<file path="src/rtl/pcie_egress_splitter_if.sv">
// Request, AXI-stream TX and payload FIFO signals of the TLP egress splitter.
// The slave modport is the splitter's own view; master is the host/PCIe side.
// No state; pure signal bundle.
interface pcie_egress_splitter_if #(
  parameter int ADDR_W = 64
);
  logic              i_enable;
  logic              o_finished;
  logic              o_busy;
  logic [7:0]        i_command;
  logic [13:0]       i_flags;
  logic [ADDR_W-1:0] i_address;
  logic [9:0]        i_dword_cnt;
  logic [15:0]       i_requester_id;
  logic [7:0]        i_tag;
  logic [7:0]        o_tlp_count;
  logic              i_axi_egress_ready;
  logic [31:0]       o_axi_egress_data;
  logic [3:0]        o_axi_egress_keep;
  logic              o_axi_egress_last;
  logic              o_axi_egress_valid;
  logic              i_fifo_valid;
  logic [31:0]       i_fifo_data;
  logic              o_fifo_stb;

  modport slave (
    input  i_enable, i_command, i_flags, i_address, i_dword_cnt, i_requester_id, i_tag,
    input  i_axi_egress_ready, i_fifo_valid, i_fifo_data,
    output o_finished, o_busy, o_tlp_count,
    output o_axi_egress_data, o_axi_egress_keep, o_axi_egress_last, o_axi_egress_valid,
    output o_fifo_stb
  );

  modport master (
    output i_enable, i_command, i_flags, i_address, i_dword_cnt, i_requester_id, i_tag,
    output i_axi_egress_ready, i_fifo_valid, i_fifo_data,
    input  o_finished, o_busy, o_tlp_count,
    input  o_axi_egress_data, o_axi_egress_keep, o_axi_egress_last, o_axi_egress_valid,
    input  o_fifo_stb
  );
endinterface

</file>
<file path="src/rtl/pcie_egress_splitter.sv">
// Splits one MWr/MRd host request into MPS/MRRS-capped, 4KB-safe TLPs on a 32-bit AXI-stream.
// Latency: 1 PLAN cycle before each header, 1 NEXT cycle after each TLP; header/data beats stream.
// Backpressure: every beat holds on ready low; payload underrun drops valid, headers never bubble.
module pcie_egress_splitter #(
  parameter int MAX_PAYLOAD_DW = 32,
  parameter int MAX_READ_DW    = 128,
  parameter int ADDR_W         = 64
) (
  input  logic                  clk,
  input  logic                  rst,
  pcie_egress_splitter_if.slave bus
);

  typedef enum logic [2:0] {
    S_IDLE, S_PLAN, S_HDR, S_DATA, S_NEXT, S_FINISHED
  } state_t;

  state_t            r_state;
  state_t            w_state_nxt;

  logic [7:0]        r_cmd;
  logic [13:0]       r_flags;
  logic [15:0]       r_req_id;
  logic [ADDR_W-1:0] r_addr;
  logic [10:0]       r_rem;
  logic [10:0]       r_len;
  logic [7:0]        r_tag;
  logic              r_hdr4;
  logic [1:0]        r_beat;
  logic [10:0]       r_dcnt;
  logic [7:0]        r_tlp_count;

  logic [63:0]       w_addr64;
  logic              w_is_write;
  logic [10:0]       w_max;
  logic [10:0]       w_page_dw;
  logic [10:0]       w_len_plan;
  logic              w_hdr_last;
  logic              w_data_last;
  logic [31:0]       w_dw0;
  logic [31:0]       w_dw1;
  logic [31:0]       w_dw_hi;
  logic [31:0]       w_dw_lo;
  logic [31:0]       w_hdr_word;
  logic              w_valid;
  logic [31:0]       w_data;
  logic              w_last;
  logic              w_fifo_stb;

  // Address viewed as 64 bits so a 32-bit build simply sees zero upper bits.
  assign w_addr64    = 64'(r_addr);
  assign w_is_write  = r_cmd[6];
  assign w_max       = w_is_write ? 11'(MAX_PAYLOAD_DW) : 11'(MAX_READ_DW);
  assign w_page_dw   = 11'd1024 - {1'b0, w_addr64[11:2]};
  assign w_hdr_last  = (r_beat == (r_hdr4 ? 2'd3 : 2'd2));
  assign w_data_last = (r_dcnt == r_len - 11'd1);

  // fmt[0] (bit5) is owned by the splitter; len 1024 encodes as 0 through truncation.
  assign w_dw0   = {(r_cmd & 8'hDF) | {2'b00, r_hdr4, 5'b0_0000}, r_flags, r_len[9:0]};
  assign w_dw1   = {r_req_id, r_tag, (r_len == 11'd1) ? 8'h0F : 8'hFF};
  assign w_dw_hi = w_addr64[63:32];
  assign w_dw_lo = w_addr64[31:0] & 32'hFFFF_FFFC;

  // Length of the next TLP: remaining, capped by MPS/MRRS and by the 4KB page boundary.
  always_comb begin
    w_len_plan = r_rem;
    if (w_max < w_len_plan)     w_len_plan = w_max;
    if (w_page_dw < w_len_plan) w_len_plan = w_page_dw;
  end

  // Header beat selection; beat 2 carries the upper address only for 4DW headers.
  always_comb begin
    w_hdr_word = w_dw0;
    case (r_beat)
      2'd0:    w_hdr_word = w_dw0;
      2'd1:    w_hdr_word = w_dw1;
      2'd2:    w_hdr_word = r_hdr4 ? w_dw_hi : w_dw_lo;
      default: w_hdr_word = w_dw_lo;
    endcase
  end

  // State register.
  always_ff @(posedge clk) begin
    if (rst) r_state <= S_IDLE;
    else     r_state <= w_state_nxt;
  end

  // Next-state and stream outputs.
  always_comb begin
    w_state_nxt = r_state;
    w_valid     = 1'b0;
    w_data      = 32'h0;
    w_last      = 1'b0;
    w_fifo_stb  = 1'b0;
    case (r_state)
      S_IDLE: begin
        if (bus.i_enable) w_state_nxt = S_PLAN;
      end
      S_PLAN: begin
        w_state_nxt = S_HDR;
      end
      S_HDR: begin
        w_valid = 1'b1;
        w_data  = w_hdr_word;
        w_last  = w_hdr_last && !w_is_write;
        if (bus.i_axi_egress_ready && w_hdr_last)
          w_state_nxt = w_is_write ? S_DATA : S_NEXT;
      end
      S_DATA: begin
        w_valid    = bus.i_fifo_valid;
        w_data     = bus.i_fifo_data;
        w_last     = w_data_last;
        w_fifo_stb = bus.i_fifo_valid && bus.i_axi_egress_ready;
        if (w_fifo_stb && w_data_last) w_state_nxt = S_NEXT;
      end
      S_NEXT: begin
        w_state_nxt = (r_rem == r_len) ? S_FINISHED : S_PLAN;
      end
      S_FINISHED: begin
        if (!bus.i_enable) w_state_nxt = S_IDLE;
      end
      default: w_state_nxt = S_IDLE;
    endcase
  end

  // Request latch, per-TLP planning, beat counters and per-TLP address/tag advance.
  always_ff @(posedge clk) begin
    if (rst) begin
      r_cmd       <= '0;
      r_flags     <= '0;
      r_req_id    <= '0;
      r_addr      <= '0;
      r_rem       <= '0;
      r_len       <= '0;
      r_tag       <= '0;
      r_hdr4      <= 1'b0;
      r_beat      <= '0;
      r_dcnt      <= '0;
      r_tlp_count <= '0;
    end else begin
      case (r_state)
        S_IDLE: begin
          if (bus.i_enable) begin
            r_cmd       <= bus.i_command;
            r_flags     <= bus.i_flags;
            r_req_id    <= bus.i_requester_id;
            r_addr      <= bus.i_address & ~ADDR_W'(3);
            r_rem       <= (bus.i_dword_cnt == 10'd0) ? 11'd1024 : {1'b0, bus.i_dword_cnt};
            r_tag       <= bus.i_tag;
            r_tlp_count <= '0;
          end
        end
        S_PLAN: begin
          r_len  <= w_len_plan;
          r_hdr4 <= (w_addr64[63:32] != 32'h0);
          r_beat <= '0;
          r_dcnt <= '0;
        end
        S_HDR: begin
          if (bus.i_axi_egress_ready) r_beat <= r_beat + 2'd1;
        end
        S_DATA: begin
          if (w_fifo_stb) r_dcnt <= r_dcnt + 11'd1;
        end
        S_NEXT: begin
          r_rem       <= r_rem - r_len;
          r_addr      <= r_addr + ADDR_W'({r_len, 2'b00});
          r_tag       <= r_tag + 8'd1;
          r_tlp_count <= r_tlp_count + 8'd1;
        end
        default: ;
      endcase
    end
  end

  assign bus.o_finished         = (r_state == S_FINISHED);
  assign bus.o_busy             = (r_state != S_IDLE);
  assign bus.o_tlp_count        = r_tlp_count;
  assign bus.o_axi_egress_data  = w_data;
  assign bus.o_axi_egress_keep  = 4'hF;
  assign bus.o_axi_egress_last  = w_last;
  assign bus.o_axi_egress_valid = w_valid;
  assign bus.o_fifo_stb         = w_fifo_stb;

endmodule

</file>
<file path="src/flat_wrapper.sv">
// flat-port wrapper written by rule: the top's interface ports become plain ports
module pcie_egress_splitter_flat 
#(
  parameter int MAX_PAYLOAD_DW = 32,
  parameter int MAX_READ_DW    = 128,
  parameter int ADDR_W         = 64
)
  (clk, rst, bus_i_enable, bus_i_command, bus_i_flags, bus_i_address, bus_i_dword_cnt, bus_i_requester_id, bus_i_tag, bus_i_axi_egress_ready, bus_i_fifo_valid, bus_i_fifo_data, bus_o_finished, bus_o_busy, bus_o_tlp_count, bus_o_axi_egress_data, bus_o_axi_egress_keep, bus_o_axi_egress_last, bus_o_axi_egress_valid, bus_o_fifo_stb);
  pcie_egress_splitter_if #(.ADDR_W(ADDR_W)) bus_i ();
  input  logic clk;
  input  logic rst;
  input wire logic [$bits(bus_i.i_enable)-1:0] bus_i_enable;
  input wire logic [$bits(bus_i.i_command)-1:0] bus_i_command;
  input wire logic [$bits(bus_i.i_flags)-1:0] bus_i_flags;
  input wire logic [$bits(bus_i.i_address)-1:0] bus_i_address;
  input wire logic [$bits(bus_i.i_dword_cnt)-1:0] bus_i_dword_cnt;
  input wire logic [$bits(bus_i.i_requester_id)-1:0] bus_i_requester_id;
  input wire logic [$bits(bus_i.i_tag)-1:0] bus_i_tag;
  input wire logic [$bits(bus_i.i_axi_egress_ready)-1:0] bus_i_axi_egress_ready;
  input wire logic [$bits(bus_i.i_fifo_valid)-1:0] bus_i_fifo_valid;
  input wire logic [$bits(bus_i.i_fifo_data)-1:0] bus_i_fifo_data;
  output wire logic [$bits(bus_i.o_finished)-1:0] bus_o_finished;
  output wire logic [$bits(bus_i.o_busy)-1:0] bus_o_busy;
  output wire logic [$bits(bus_i.o_tlp_count)-1:0] bus_o_tlp_count;
  output wire logic [$bits(bus_i.o_axi_egress_data)-1:0] bus_o_axi_egress_data;
  output wire logic [$bits(bus_i.o_axi_egress_keep)-1:0] bus_o_axi_egress_keep;
  output wire logic [$bits(bus_i.o_axi_egress_last)-1:0] bus_o_axi_egress_last;
  output wire logic [$bits(bus_i.o_axi_egress_valid)-1:0] bus_o_axi_egress_valid;
  output wire logic [$bits(bus_i.o_fifo_stb)-1:0] bus_o_fifo_stb;
  assign bus_i.i_enable = bus_i_enable;
  assign bus_i.i_command = bus_i_command;
  assign bus_i.i_flags = bus_i_flags;
  assign bus_i.i_address = bus_i_address;
  assign bus_i.i_dword_cnt = bus_i_dword_cnt;
  assign bus_i.i_requester_id = bus_i_requester_id;
  assign bus_i.i_tag = bus_i_tag;
  assign bus_i.i_axi_egress_ready = bus_i_axi_egress_ready;
  assign bus_i.i_fifo_valid = bus_i_fifo_valid;
  assign bus_i.i_fifo_data = bus_i_fifo_data;
  assign bus_o_finished = bus_i.o_finished;
  assign bus_o_busy = bus_i.o_busy;
  assign bus_o_tlp_count = bus_i.o_tlp_count;
  assign bus_o_axi_egress_data = bus_i.o_axi_egress_data;
  assign bus_o_axi_egress_keep = bus_i.o_axi_egress_keep;
  assign bus_o_axi_egress_last = bus_i.o_axi_egress_last;
  assign bus_o_axi_egress_valid = bus_i.o_axi_egress_valid;
  assign bus_o_fifo_stb = bus_i.o_fifo_stb;
  pcie_egress_splitter #(.MAX_PAYLOAD_DW(MAX_PAYLOAD_DW), .MAX_READ_DW(MAX_READ_DW), .ADDR_W(ADDR_W)) u_core (.clk(clk), .rst(rst), .bus(bus_i));
endmodule
</file>
<file path="config.mk">
export PLATFORM = sky130hd
export DESIGN_NAME = pcie_egress_splitter_flat
export DESIGN_NICKNAME = d
export VERILOG_FILES = /design/src/rtl/pcie_egress_splitter_if.sv /design/src/rtl/pcie_egress_splitter.sv /design/src/flat_wrapper.sv
export SDC_FILE = /design/constraint.sdc
export NUM_CORES = 1
export LEC_CHECK = 0
export ABC_CLOCK_PERIOD_IN_PS = 7200
export CORE_ASPECT_RATIO = 1.4
export CORE_MARGIN = 3
export CORE_UTILIZATION = 57
export CTS_CLUSTER_SIZE = 10
export DETAILED_ROUTE_END_ITERATION = 10
export PLACE_DENSITY = 0.88
export SYNTH_ARGS = -nofsm -noshare
export SYNTH_HDL_FRONTEND = slang
export SYNTH_SLANG_ARGS = --single-unit
</file>
<file path="constraint.sdc">
create_clock -name clk -period 7.2 [get_ports clk]
set_input_delay 1.8 -clock clk [delete_from_list [all_inputs] [get_ports clk]]
set_output_delay 1.8 -clock clk [all_outputs]
set_load 0.1 [all_outputs]
</file>
==> run metrics, run 1 <==
final WL=~38 mm; Synth cell types=81; Post-synth top flop=dfxtp_1; post-synthesis instance area=between 10000 and 15000 µm²; Final Hold Viols=0; Worst Skew=0.0126 ns; cell chain of the critical path=buf_4 > inv_1 > ha_1 > or3b_1 > nor3_2 > a21boi_0 > o21bai_1 > a221o_1 > o32ai_1 > clkdlybuf4s50_1; synth top area cells=dfxtp_1 (29%), nand2_1 (7.2%), a21oi_1 (5.9%); Initial Util=0.586; sequential fraction of the synthesis area=0.291; Max clock buf depth=2; WL per Instance=roughly 21 µm; hpwl dp=26.8 mm; CTS H-tree lvls=4; Die Y=167 µm; I/O Pins=a little over 200; setup violators final=0; GRT Overall Usage=0.363; Placer Congestion=between 0.9 and 1; Hold WC Path Type=flop to flop; CP Data Arrival Time=approximately 4.2 ns; Yosys reg bits=roughly 150; Post-CTS Setup Bufs=0; Area Growth Syn to Fin=24.3%; RSZ-0062 raised after global routing=no; Synth area leader=dfxtp_1; Buf+Inv Stages, Crit Path=3; die area=20300 µm²; synth warn=0; CTS buffer count=17; Crit path required time=5.40 ns; CP startpoint kind=flop; Residual DRC=0; Synth top area share=0.291; clk slew on worst S/H paths=around 0.08 ns; Die X-Extent=between 100 and 150 µm; n_diodes=0; Post-synth EDFFs=0; post-route insts no fill=1788; initial antenna violation count=0; Final period util=0.834; Clock Tree Root=clkbuf_16; status=finished clean; leakage power=4.65 nW; critical path's slowest cell=clkdlybuf4s50_1; critical path class=flop to primary output; placed cells=1756; FFs w/ async S/R, synth=0; cts hold-fix bufs=0; Slew Viols, Final=0; Final Critical Period=approximately 6 ns; total vias in the final route=about 12000; FILL cells=between 1000 and 1500; post-synthesis cell count=~1400; Syn Area/Cell=around 7.5 µm²; Crit Path Max Fanout=8; VDD IR max=roughly 0.17 mV; maximum clock frequency=0.166 GHz; DR vias/cell=between 6 and 7; relative slew slack=0.290; DRT iter0 DRCs=roughly 1600; vias in the first global route=between 10000 and 15000; FP Rows=58; quantity of I/O buffers inserted on ports=about 200; final net count=roughly 1700; setup tns final=0 ns; largest net degree at the start of global routing=around 120; max incr delay on CP=between 1 and 1.5 ns; # resized after CTS=0; first-pass GRT wire length=about 60 mm; CTS tree=built; first-pass iteration count of the detailed router=9; max capacitance violation total=0; clk sinks=approximately 150; gr ovfl total=0; CORE AREA=between 15000 and 20000 µm²; layout cells sized above 1=0.0497; Crit path max-delay family=buffers and inverters; Clk Latency, worst-skew pair=between 0.4 and 0.5 ns; worst-margin pin slew=1.06 ns; CP Capture Type=primary output; post-route ant nets=0; PD cells=roughly 200 nW/µm²
## metal layers
layer  vias up  wire [µm]  track usage
met5         -          0            0
met2       760      17600        0.593
li1       5499          -            -
met3       206       3570       0.0743
met4         0       3150        0.256
met1      5509      13400        0.418
## metrics by stage
stage          power [W]  area [µm²]  worst slack [ns]  utilization  hold slack [ns]
2_1_floorplan    0.00147       10600              1.86            -            0.436
3_3_place_gp     0.00170       12600              1.50        0.695            0.441
3_5_place_dp     0.00171       12600              1.49        0.695            0.447
4_1_cts          0.00264       13200              1.22        0.729            0.457
5_1_grt          0.00275       13200              1.02        0.729            0.475
6_report         0.00266       13200              1.19        0.729            0.459
## worst paths after layout
path / startpoint / end / slack [ns] / depth (start not counted)
worst min register to register: u_core.r_req_id[11] / u_core.r_req_id[11] / 0.46 / 2
worst max-delay path: u_core.r_len[1] / bus_o_axi_egress_last / 1.19 / 10
worst max register to register: u_core.r_cmd[6] / u_core.r_len[0] / 2.59 / 15
worst min-delay path: u_core.r_req_id[11] / u_core.r_req_id[11] / 0.46 / 2
## cells in the mapped netlist, drive strengths merged, types with 24 or more instances
library cell and instances:
dfxtp 154, buf 30, nor4 25, xnor2 26, nor2 105, a222oi 24
nand3 43, clkbuf 85, a21oi 124, nand4 33, ha 43, and3 28
a31oi 35, inv 43, a22oi 37, o21ai 58, nor3 29, nand2 204
## power by group
part / leakage (nW) / internal, W / switching (W) / total (W)
combinational: 3.09 / 0.000294 / 0.000414 / 0.000709
sequential: 1.26 / 0.000908 / 0.000103 / 0.00101
clock: 0.299 / 0.000476 / 0.000462 / 0.000938
## layout make-up
cell class | instances | area [µm²] | area share
clock buffers | 17 | 425 | 0.0323
well taps | 240 | 300 | 0.0228
clock inverters | 15 | 184 | 0.0140
flip-flops and latches | 154 | 3080 | 0.234
repair buffers | 213 | 2100 | 0.160
inverters | 43 | 161 | 0.0123
multi-input cells | 1106 | 6910 | 0.525
## registers in the layout (all words and copies together), names as in the netlist, 2 cells and up
signal,flops
u_core.bus.o_tlp_count,8
u_core.r_addr,62
u_core.r_beat,2
u_core.r_cmd,7
u_core.r_dcnt,11
u_core.r_flags,14
u_core.r_len,11
u_core.r_rem,11
u_core.r_req_id,16
u_core.r_state,3
u_core.r_tag,8
## cell usage in the layout, fill, tap and decap left out, types with 18 or more instances in the layout
master and count:
a21oi_1 124, a31oi_1 35, and3_1 28, nand4_1 31
dfxtp_1 154, a222oi_1 24, nand3_1 43, a22oi_1 37
a211oi_1 21, or4_1 18, xnor2_1 26, inv_1 43
nand2_1 204, o21ai_0 57, ha_1 43, nor3_1 28
nor4_1 21, clkdlybuf4s50_1 197, nor2_1 103, xor2_1 18
## worst reg2reg max path: cells and delay by family (launching register included)
| kind | cells | cell delay (ns) |
|---|---|---|
| AO/OA/AOI/OAI | 4 | 1.41 |
| adder cells (fa/ha/maj) | 2 | 0.62 |
| buffers and inverters | 3 | 0.58 |
| flip-flops | 1 | 0.67 |
| multiplexers | 2 | 0.68 |
| AND/OR/NAND/NOR | 4 | 0.56 |
## cell families after synthesis
family / synth area share
AOI/OAI and AO/OA: 0.266
buffers and inverters: 0.0601
other: 0.000354
DFF: 0.291
muxes: 0.0194
adders and majority gates: 0.0546
and+or+nand+nor: 0.272
xor gates and xnor gates: 0.0364
(Power assumes the default switching activity.)
==> run 2, diff against run 1 <==
- ABC_CLOCK_PERIOD_IN_PS: 7200 -> 6000
- CORE_UTILIZATION: 57 -> 53
- PLACE_DENSITY: 0.88 -> 0.82
- clock period: 7.2 -> 6 ns (I/O delays scaled with it)
==> run metrics, run 2 (synthesis gave the netlist of run 1 again) <==
critical path class=flop to primary output; CP startpoint kind=flop; quantity of I/O buffers inserted on ports=around 200; CTS H-tree lvls=4; DR vias/cell=6.62; relative slew slack=0.253; Die Y=173 µm; top flop regs=u_core.r_addr x62, u_core.r_req_id x16, u_core.r_flags x14; Area Growth Syn to Fin=23.7%; Largest register FFs=62; CP Capture Type=primary output; Crit path required time=between 4 and 5 ns; Final Critical Period=a little under 5 ns; cell chain of the critical path=buf_4 > inv_1 > ha_1 > or3b_1 > nor3_2 > a21boi_0 > o21bai_1 > a221o_1 > o32ai_1 > buf_4; CTS buffer count=17; Clk Latency, worst-skew pair=about 0.44 ns; gr ovfl total=0; Hold WC Path Type=flop to flop; setup tns final=0 ns; cts hold-fix bufs=0; max capacitance violation total=0; final setup margin=1.13 ns; worst-margin pin slew=1.12 ns; VDD IR max=between 0.2 and 0.25 mV; Placer Congestion=~0.97; Clock Tree Root=clkbuf_16; Slew Viols, Final=0; vias in the first global route=between 10000 and 15000; setup violators final=0; Initial Util=0.545; post-route ant nets=0; first-pass iteration count of the detailed router=10; clk sinks=about 150; status=finished clean; final net count=roughly 1700; most frequent cells in the layout=nand2_1 (204), clkdlybuf4s50_1 (162), dfxtp_1 (154); CTS tree=built; CP Data Arrival Time=roughly 3.4 ns; total vias in the final route=11905; leakage power=roughly 4.7 nW; Die X-Extent=between 100 and 150 µm; FILL cells=1677; PD cells=between 200 and 250 nW/µm²; Max clock buf depth=2; max incr delay on CP=about 0.53 ns; clk slew on worst S/H paths=about 0.070 ns; DRT iter0 DRCs=1503; layout cells sized above 1=0.0735; commonest non-fill, non-tap cell in the layout=nand2_1; Most flops, register=u_core.r_addr; final WL=38.5 mm; CORE AREA=a little under 20000 µm²; Crit Path Max Fanout=8; I/O Pins=between 200 and 250; critical path's slowest cell=or3b_1; die area=~22000 µm²; Area after DPL=12500 µm²; RSZ-0062 raised after global routing=no; initial antenna violation count=1; largest net degree at the start of global routing=71; Crit path max-delay family=compound AO/OA/AOI/OAI gates; GRT Overall Usage=0.340; n_diodes=0; WL per Instance=about 21 µm; Place WS=roughly 1.7 ns; FP Rows=60; cell repeated most along the worst path=buf_4; post-route insts no fill=~1800; Post-CTS Setup Bufs=0; placed cells=1766; Residual DRC=0; final instance area=around 13000 µm²; # resized after CTS=0; hold_ws=roughly 0.46 ns; maximum clock frequency=about 0.21 GHz; Buf+Inv Stages, Crit Path=3; Worst Skew=between 0.01 and 0.015 ns; Final period util=0.812; hpwl dp=about 28 mm; Final Hold Viols=0; first-pass GRT wire length=~60 mm
## run 2: cell types whose count changed in the layout (fill, tap and decap cells not counted), moves of 2 or more
cell | previous run | this run
inv_6 | 4 | 2
clkdlybuf4s50_1 | 197 | 162
clkinv_8 | 4 | 6
buf_4 | 15 | 53
## run 2: where the power goes
group          internal (W)  total, W  switching [W]
logic              0.000350  0.000849       0.000499
registers           0.00109   0.00121       0.000124
clock network      0.000570   0.00112       0.000553
total               0.00201   0.00319        0.00118
## run 2: worst min-delay path, cell delays in order (launching register included)
cell and delay (ns):
dfxtp_1 0.31, nand2_1 0.05, a21oi_1 0.05
## run 2: area by class of cell
class                   count  area [µm²]  area share
clock inverters            15         191      0.0146
well taps                 248         310      0.0237
repair buffers            215        2020       0.154
clock buffers              17         425      0.0325
inverters                  43         161      0.0123
multi-input cells        1106        6910       0.528
flip-flops and latches    154        3080       0.235
## run 2: routing by layer
layer,GRT usage,wire length [µm],vias up
li1,-,-,5507
met1,0.392,14100,5515
met2,0.579,18700,721
met3,0.0607,3140,160
met4,0.209,2580,2
met5,0,18,-
## run 2: path summary, 6_finish.rpt
path,startpoint,end,slack [ns],depth (start not counted)
max,u_core.r_len[1],bus_o_axi_egress_last,1.13,10
min,u_core.r_req_id[6],u_core.r_req_id[6],0.46,2
max reg2reg,u_core.r_cmd[6],u_core.r_len[7],1.81,16
min reg2reg,u_core.r_req_id[6],u_core.r_req_id[6],0.46,2
## run 2: through the flow
stage	util	total power, W
finish	0.674	0.00319
global route	0.674	0.00330
CTS	0.674	0.00317
detailed placement	0.642	0.00206
global placement	0.642	0.00204
floorplan	-	0.00176
